[config.mk]
export PLATFORM = sky130hd
export DESIGN_NAME = health_bar_renderer
export DESIGN_NICKNAME = d
export VERILOG_FILES = /design/src/rtl/health_bar_renderer.sv
export SDC_FILE = /design/constraint.sdc
export NUM_CORES = 1
export LEC_CHECK = 0
export BUFFER_PORTS_ARGS = -buffer_cell sky130_fd_sc_hd__clkbuf_2
export CELL_PAD_IN_SITES_DETAIL_PLACEMENT = 0
export CELL_PAD_IN_SITES_GLOBAL_PLACEMENT = 1
export CORE_MARGIN = 2
export CORE_UTILIZATION = 39
export CTS_CLUSTER_DIAMETER = 100
export DETAILED_ROUTE_END_ITERATION = 16
export GPL_ROUTABILITY_DRIVEN = 0
export PLACE_DENSITY = 0.72
export RECOVER_POWER = 50
export SETUP_SLACK_MARGIN = 0.15
export SYNTH_ARGS = -nofsm -noshare
export SYNTH_HDL_FRONTEND = slang
export SYNTH_SLANG_ARGS = --single-unit
export TNS_END_PERCENT = 50
[constraint.sdc]
create_clock -name CLOCK_50 -period 2 [get_ports CLOCK_50]
set_clock_uncertainty 0.2 [all_clocks]
set_input_delay 0.2 -clock CLOCK_50 [delete_from_list [all_inputs] [get_ports CLOCK_50]]
set_output_delay 0.2 -clock CLOCK_50 [all_outputs]
set_load 0.005 [all_outputs]
[src/rtl/health_bar_renderer.sv]
// Redraws the boss HP bar one pixel per clock whenever the displayed length changes; blacks it out on defeat.
// Latency: first plot the cycle after leaving IDLE, 480 pixels per pass, done one cycle after the last pixel.
module health_bar_renderer #(
    parameter int       X0           = 20,
    parameter int       Y0           = 10,
    parameter int       MAX_LEN      = 60,
    parameter int       CELL_W       = 2,
    parameter int       BAR_H        = 4,
    parameter bit [2:0] FILL_COLOUR  = 3'b010,
    parameter bit [2:0] EMPTY_COLOUR = 3'b100
) (
    input  logic       CLOCK_50,
    input  logic       reset,
    input  logic [5:0] health_length,
    input  logic       boss_defeated,
    output logic [7:0] x,
    output logic [6:0] y,
    output logic [2:0] colour,
    output logic       plot,
    output logic       busy,
    output logic       done
);

    typedef enum logic [1:0] {IDLE, DRAW, DONE, HALT} state_t;

    localparam logic [5:0] MAX_LEN6 = 6'(MAX_LEN);
    localparam logic [7:0] PX_LAST  = 8'(MAX_LEN * CELL_W - 1);
    localparam logic [6:0] PY_LAST  = 7'(BAR_H - 1);

    state_t     state, state_nxt;
    logic [7:0] px;
    logic [6:0] py;
    logic [5:0] len_snap;
    logic [5:0] drawn_len;
    logic       pending;
    logic       dead;
    logic       erase;

    logic [5:0] len_clamped;
    logic [7:0] fill_w;
    logic       start;
    logic       last_px;

    // Compare clamped lengths so an out-of-range input does not retrigger passes forever.
    assign len_clamped = (health_length > MAX_LEN6) ? MAX_LEN6 : health_length;
    assign fill_w      = {2'b00, len_snap} * 8'(CELL_W);
    assign start       = dead | pending | (len_clamped != drawn_len);
    assign last_px     = (px == PX_LAST) && (py == PY_LAST);

    always_comb begin
        state_nxt = state;
        case (state)
            IDLE: if (start) state_nxt = DRAW;
            DRAW: if (last_px) state_nxt = DONE;
            DONE: state_nxt = erase ? HALT : IDLE;
            HALT: state_nxt = HALT;
            default: state_nxt = IDLE;
        endcase
    end

    always_comb begin
        plot   = 1'b0;
        done   = 1'b0;
        x      = 8'd0;
        y      = 7'd0;
        colour = 3'b000;
        busy   = (state == DRAW) || (state == DONE);
        if (state == DRAW) begin
            plot = 1'b1;
            x    = 8'(X0) + px;
            y    = 7'(Y0) + py;
            if (!erase)
                colour = (px < fill_w) ? FILL_COLOUR : EMPTY_COLOUR;
        end
        if (state == DONE)
            done = 1'b1;
    end

    always_ff @(posedge CLOCK_50) begin
        if (reset) begin
            state     <= IDLE;
            px        <= 8'd0;
            py        <= 7'd0;
            len_snap  <= 6'd0;
            drawn_len <= 6'd0;
            pending   <= 1'b1;
            dead      <= 1'b0;
            erase     <= 1'b0;
        end else begin
            state <= state_nxt;
            dead  <= dead | boss_defeated;
            case (state)
                IDLE: begin
                    if (start) begin
                        px       <= 8'd0;
                        py       <= 7'd0;
                        pending  <= 1'b0;
                        len_snap <= len_clamped;
                        erase    <= dead;
                    end
                end
                DRAW: begin
                    // The snapshot is held for the whole pass; a change only queues another pass.
                    if (len_clamped != len_snap)
                        pending <= 1'b1;
                    if (px == PX_LAST) begin
                        px <= 8'd0;
                        py <= py + 7'd1;
                    end else begin
                        px <= px + 8'd1;
                    end
                end
                DONE: drawn_len <= len_snap;
                default: ;
            endcase
        end
    end

endmodule

==> summary.md <==
| Metric | Value |
|---|---|
| Status | finished, violations left |
| Violations in the final reports | negative setup slack |
| Unrepaired setup endpoints after global routing | yes |
| Hold-critical path depth | 2 |
| Final Setup Violations | 30 |
| First-pass GRT wire length | 8660 µm |
| Final wirelength | 5380 µm |
| Mapped Area | 2150 µm² |
| Final instance area | 3110 µm² |
| CP most frequent cell | a21o_1 |
| Placed inst area | 2660 µm² |
| Gate power share | 53.3% |
| Clock network power share | 21.0% |
| DIE AREA | 6130 µm² |
| Dpl hpwl | 3820 µm |
| ANT cells | 0 |
| Post-layout worst setup margin | -0.379 ns |
| Worst setup path class | flop to primary output |
| Yosys warning count | 0 |
| Num rows | 27 |
| Post-route minimum period | 2.38 ns |
| Die W | 78.3 µm |
| Worst slew pin tran | 0.517 ns |
| Hold Violations, Final | 0 |
| CTS buffer count | 5 |
| Drt drc | 0 |
| Setup crit end kind | primary output |
| Remaining global-route overflow | 0 |
| H-tree depth | 2 |
| Total Neg Setup Slack | -1.77 ns |
| Psw | 1.16 mW |
| Clock Sinks | 32 |
| CP required | 1.60 ns |
| Area grow syn2layout | 44.4% |
| Final Max Slew Viols | 0 |
| I/O pins | 30 |
| Root Driver | clkbuf_8 |
| Post-synth cell types | 50 |
| Flop pwr share | 25.7% |
| Max cap viols | 0 |
| CORE AREA | 5410 µm² |
| Gate Count Post-Synth | 252 |
| Initial Utilization | 39.8% |
| Rel. slew slack | 65.2% |
| CTS tree | yes |
| Net count, final | 342 |
| Slowest library cell on the worst path | dfxtp_2 |
| Starting DRC count in detailed routing | 57 |
| CTS Buffer Depth | 2 |
| Tot GR Track Use | 17.8% |
| HP Class | input pin to flop |
| Initial DRT Pass Iterations | 4 |
| Flop2flop setup slack | -0.11 ns |
| CP max stage delay | 0.33 ns |
| PortBufs | 28 |
| Dpl cells | 372 |
| Later-pin clock latency in the skew report | 0.28 ns |
| FF+latch count, synth | 32 |
| CP Max Fanout | 2 |
| Worst vdd ir | 680 µV |
| Power Density | 1040 nW/µm² |
| F_max | 420 MHz |
| Endpoint arrival time on the critical path | 1.98 ns |
| Clk pin slew, worst setup/hold paths | 0.07 ns |
| Non-filler cells, final | 391 |
| Net Sw Frac | 35.9% |
| Register-to-Register Path Depth | 7 |
| Internal power | 2.07 mW |
| Vias in the first global route | 1765 |
| Mapped Nets | 276 |
| Final hold slack | 0.0444 ns |
| Initial antenna violation count | 0 |
| Share of layout cells above drive strength 1 | 44.8% |
| Mean Syn Cell Area | 8.54 µm² |
| CP startpoint kind | flop |
| Vias per cell | 5.01 |
| Sequential share of the synthesized area | 29.8% |
| Post-route ant nets | 0 |
| Worst path cell trace | inv_2 > ha_4 > a21o_1 > a21o_1 > a21o_1 > a21o_1 > a2111oi_4 > buf_2 |
| Leakage dissipation | 1.29 nW |
| Routed len/inst | 13.8 µm |
| Die height | 78.3 µm |
| Final Cycle Share | 119% |
| Largest net degree at the start of global routing | 19 |
| Via count | 1959 |
[flip-flops by register name, indices dropped and copies added, names as in the netlist]
register   flops
len_snap       6
pending        1
px             8
drawn_len      6
state          2
dead           1
erase          1
py             7
[what timing repair did]
| action | in CTS | in global routing |
|---|---|---|
| setup endpoints to repair | 30 | 38 |
| gates resized for setup | 33 | 32 |
| buffers inserted | 6 | 3 |
| pin swaps | 21 | 30 |
| hold endpoints to repair | 1 | 0 |
| hold buffers | 1 | 0 |
| gates cloned | 0 | 1 |
[kinds of logic (layout without fill, tap and decap cells)]
| family | after synthesis | in the layout | share of synthesized area, % |
|---|---|---|---|
| flip-flops | 32 | 32 | 29.8 |
| multiplexers | 17 | 17 | 7.96 |
| AO/OA/AOI/OAI | 51 | 51 | 17.0 |
| buffers and inverters | 28 | 95 | 5.99 |
| adder cells (fa/ha/maj) | 15 | 15 | 8.72 |
| XOR/XNOR | 19 | 19 | 7.73 |
| other | 1 | 1 | 0.174 |
| AND/OR/NAND/NOR | 89 | 89 | 22.6 |
[power groups by stage]
stage / clock network, mW / logic, mW / registers, mW
3_3_place_gp: 0 / 1.46 / 0.829
3_5_place_dp: 0 / 1.47 / 0.832
2_1_floorplan: 0 / 0.945 / 0.823
6_report: 0.675 / 1.72 / 0.828
4_1_cts: 0.695 / 1.59 / 0.822
5_1_grt: 0.721 / 1.86 / 0.841
[critical path, delay by kind of cell, from the launching register on]
family / cells / cell delay [ns]
buffers and inverters: 2 / 0.23
flip-flops: 1 / 0.33
adder cells (fa/ha/maj): 1 / 0.19
AO/OA/AOI/OAI: 5 / 0.95
[cell usage after synthesis (all sizes together)]
master | number | share of area (%)
a41o | 1 | 0.47
ha | 15 | 8.7
o31a | 1 | 0.41
and3 | 3 | 1.1
nand2b | 4 | 1.2
o22a | 1 | 0.81
or2 | 2 | 0.58
mux2i | 16 | 7.4
buf | 6 | 1.7
or4 | 2 | 1.0
o31ai | 2 | 0.70
clkinv | 1 | 0.17
a21o | 4 | 1.4
and2 | 5 | 1.5
nand2 | 8 | 1.4
clkbuf | 9 | 2.0
a22o | 1 | 0.47
a211oi | 2 | 0.70
a31oi | 4 | 1.2
nand4 | 4 | 1.9
xor2 | 11 | 4.5
a2111oi | 2 | 0.81
inv | 12 | 2.1
a21bo | 1 | 0.47
o21ai | 9 | 2.1
nand3b | 3 | 1.0
a311oi | 5 | 2.8
nand4b | 1 | 0.41
dfxtp | 32 | 30
conb | 1 | 0.17
xnor2 | 8 | 3.3
a21oi | 17 | 4.3
mux2 | 1 | 0.52
nor4 | 3 | 1.6
nor2 | 33 | 5.8
nor3 | 7 | 1.6
or3 | 5 | 1.5
nand3 | 9 | 2.1
o2111ai | 1 | 0.41
[cell usage in the layout, fill, tap and decap left out, drive strengths merged, types with 2 or more instances in the layout]
cell type  instances
inv               13
nor2              33
mux2i             16
nand4              4
nand2b             4
xor2              11
nand2              8
and3               3
o21ai              9
ha                15
o31ai              2
a311oi             5
or3                5
dfxtp             32
a21o               4
buf               46
nand3              9
clkbuf            34
and2               5
xnor2              8
a21oi             17
nor3               7
a31oi              4
a211oi             2
nand3b             3
or4                2
a2111oi            2
nor4               3
or2                2
[metal layers]
metal  track usage, %  share of wire, %
met1             24.2                50
met2             27.8                46
met3             3.45               2.1
met4             7.19               2.2
met5                0                 0
[final cells by class]
class	instances	area, µm²
Multi-Input combinational cell	192	1630
Timing Repair Buffer	74	554
Sequential cell	32	659
Tap cell	72	90.1
Inverter	13	51.3
Clock inverter	1	30.0
Fill cell	521	2300
Clock buffer	7	96.3
[metrics by stage]
step | setup WS [ns] | utilization, % | power [mW]
final | -0.379 | 57.5 | 3.22
after global routing | -0.473 | 57.5 | 3.42
after CTS | -0.391 | 55.0 | 3.11
after detailed placement | -0.0895 | 49.3 | 2.30
after global placement | -0.0631 | 49.3 | 2.29
after floorplan | 0.0148 | - | 1.77
[worst paths after layout]
kind / end / from
max: colour[1] / len_snap[1]
min: py[1] / reset
max reg2reg: py[3] / state[0]
min reg2reg: erase / erase
Note: power is estimated with default switching activity, not from simulation.
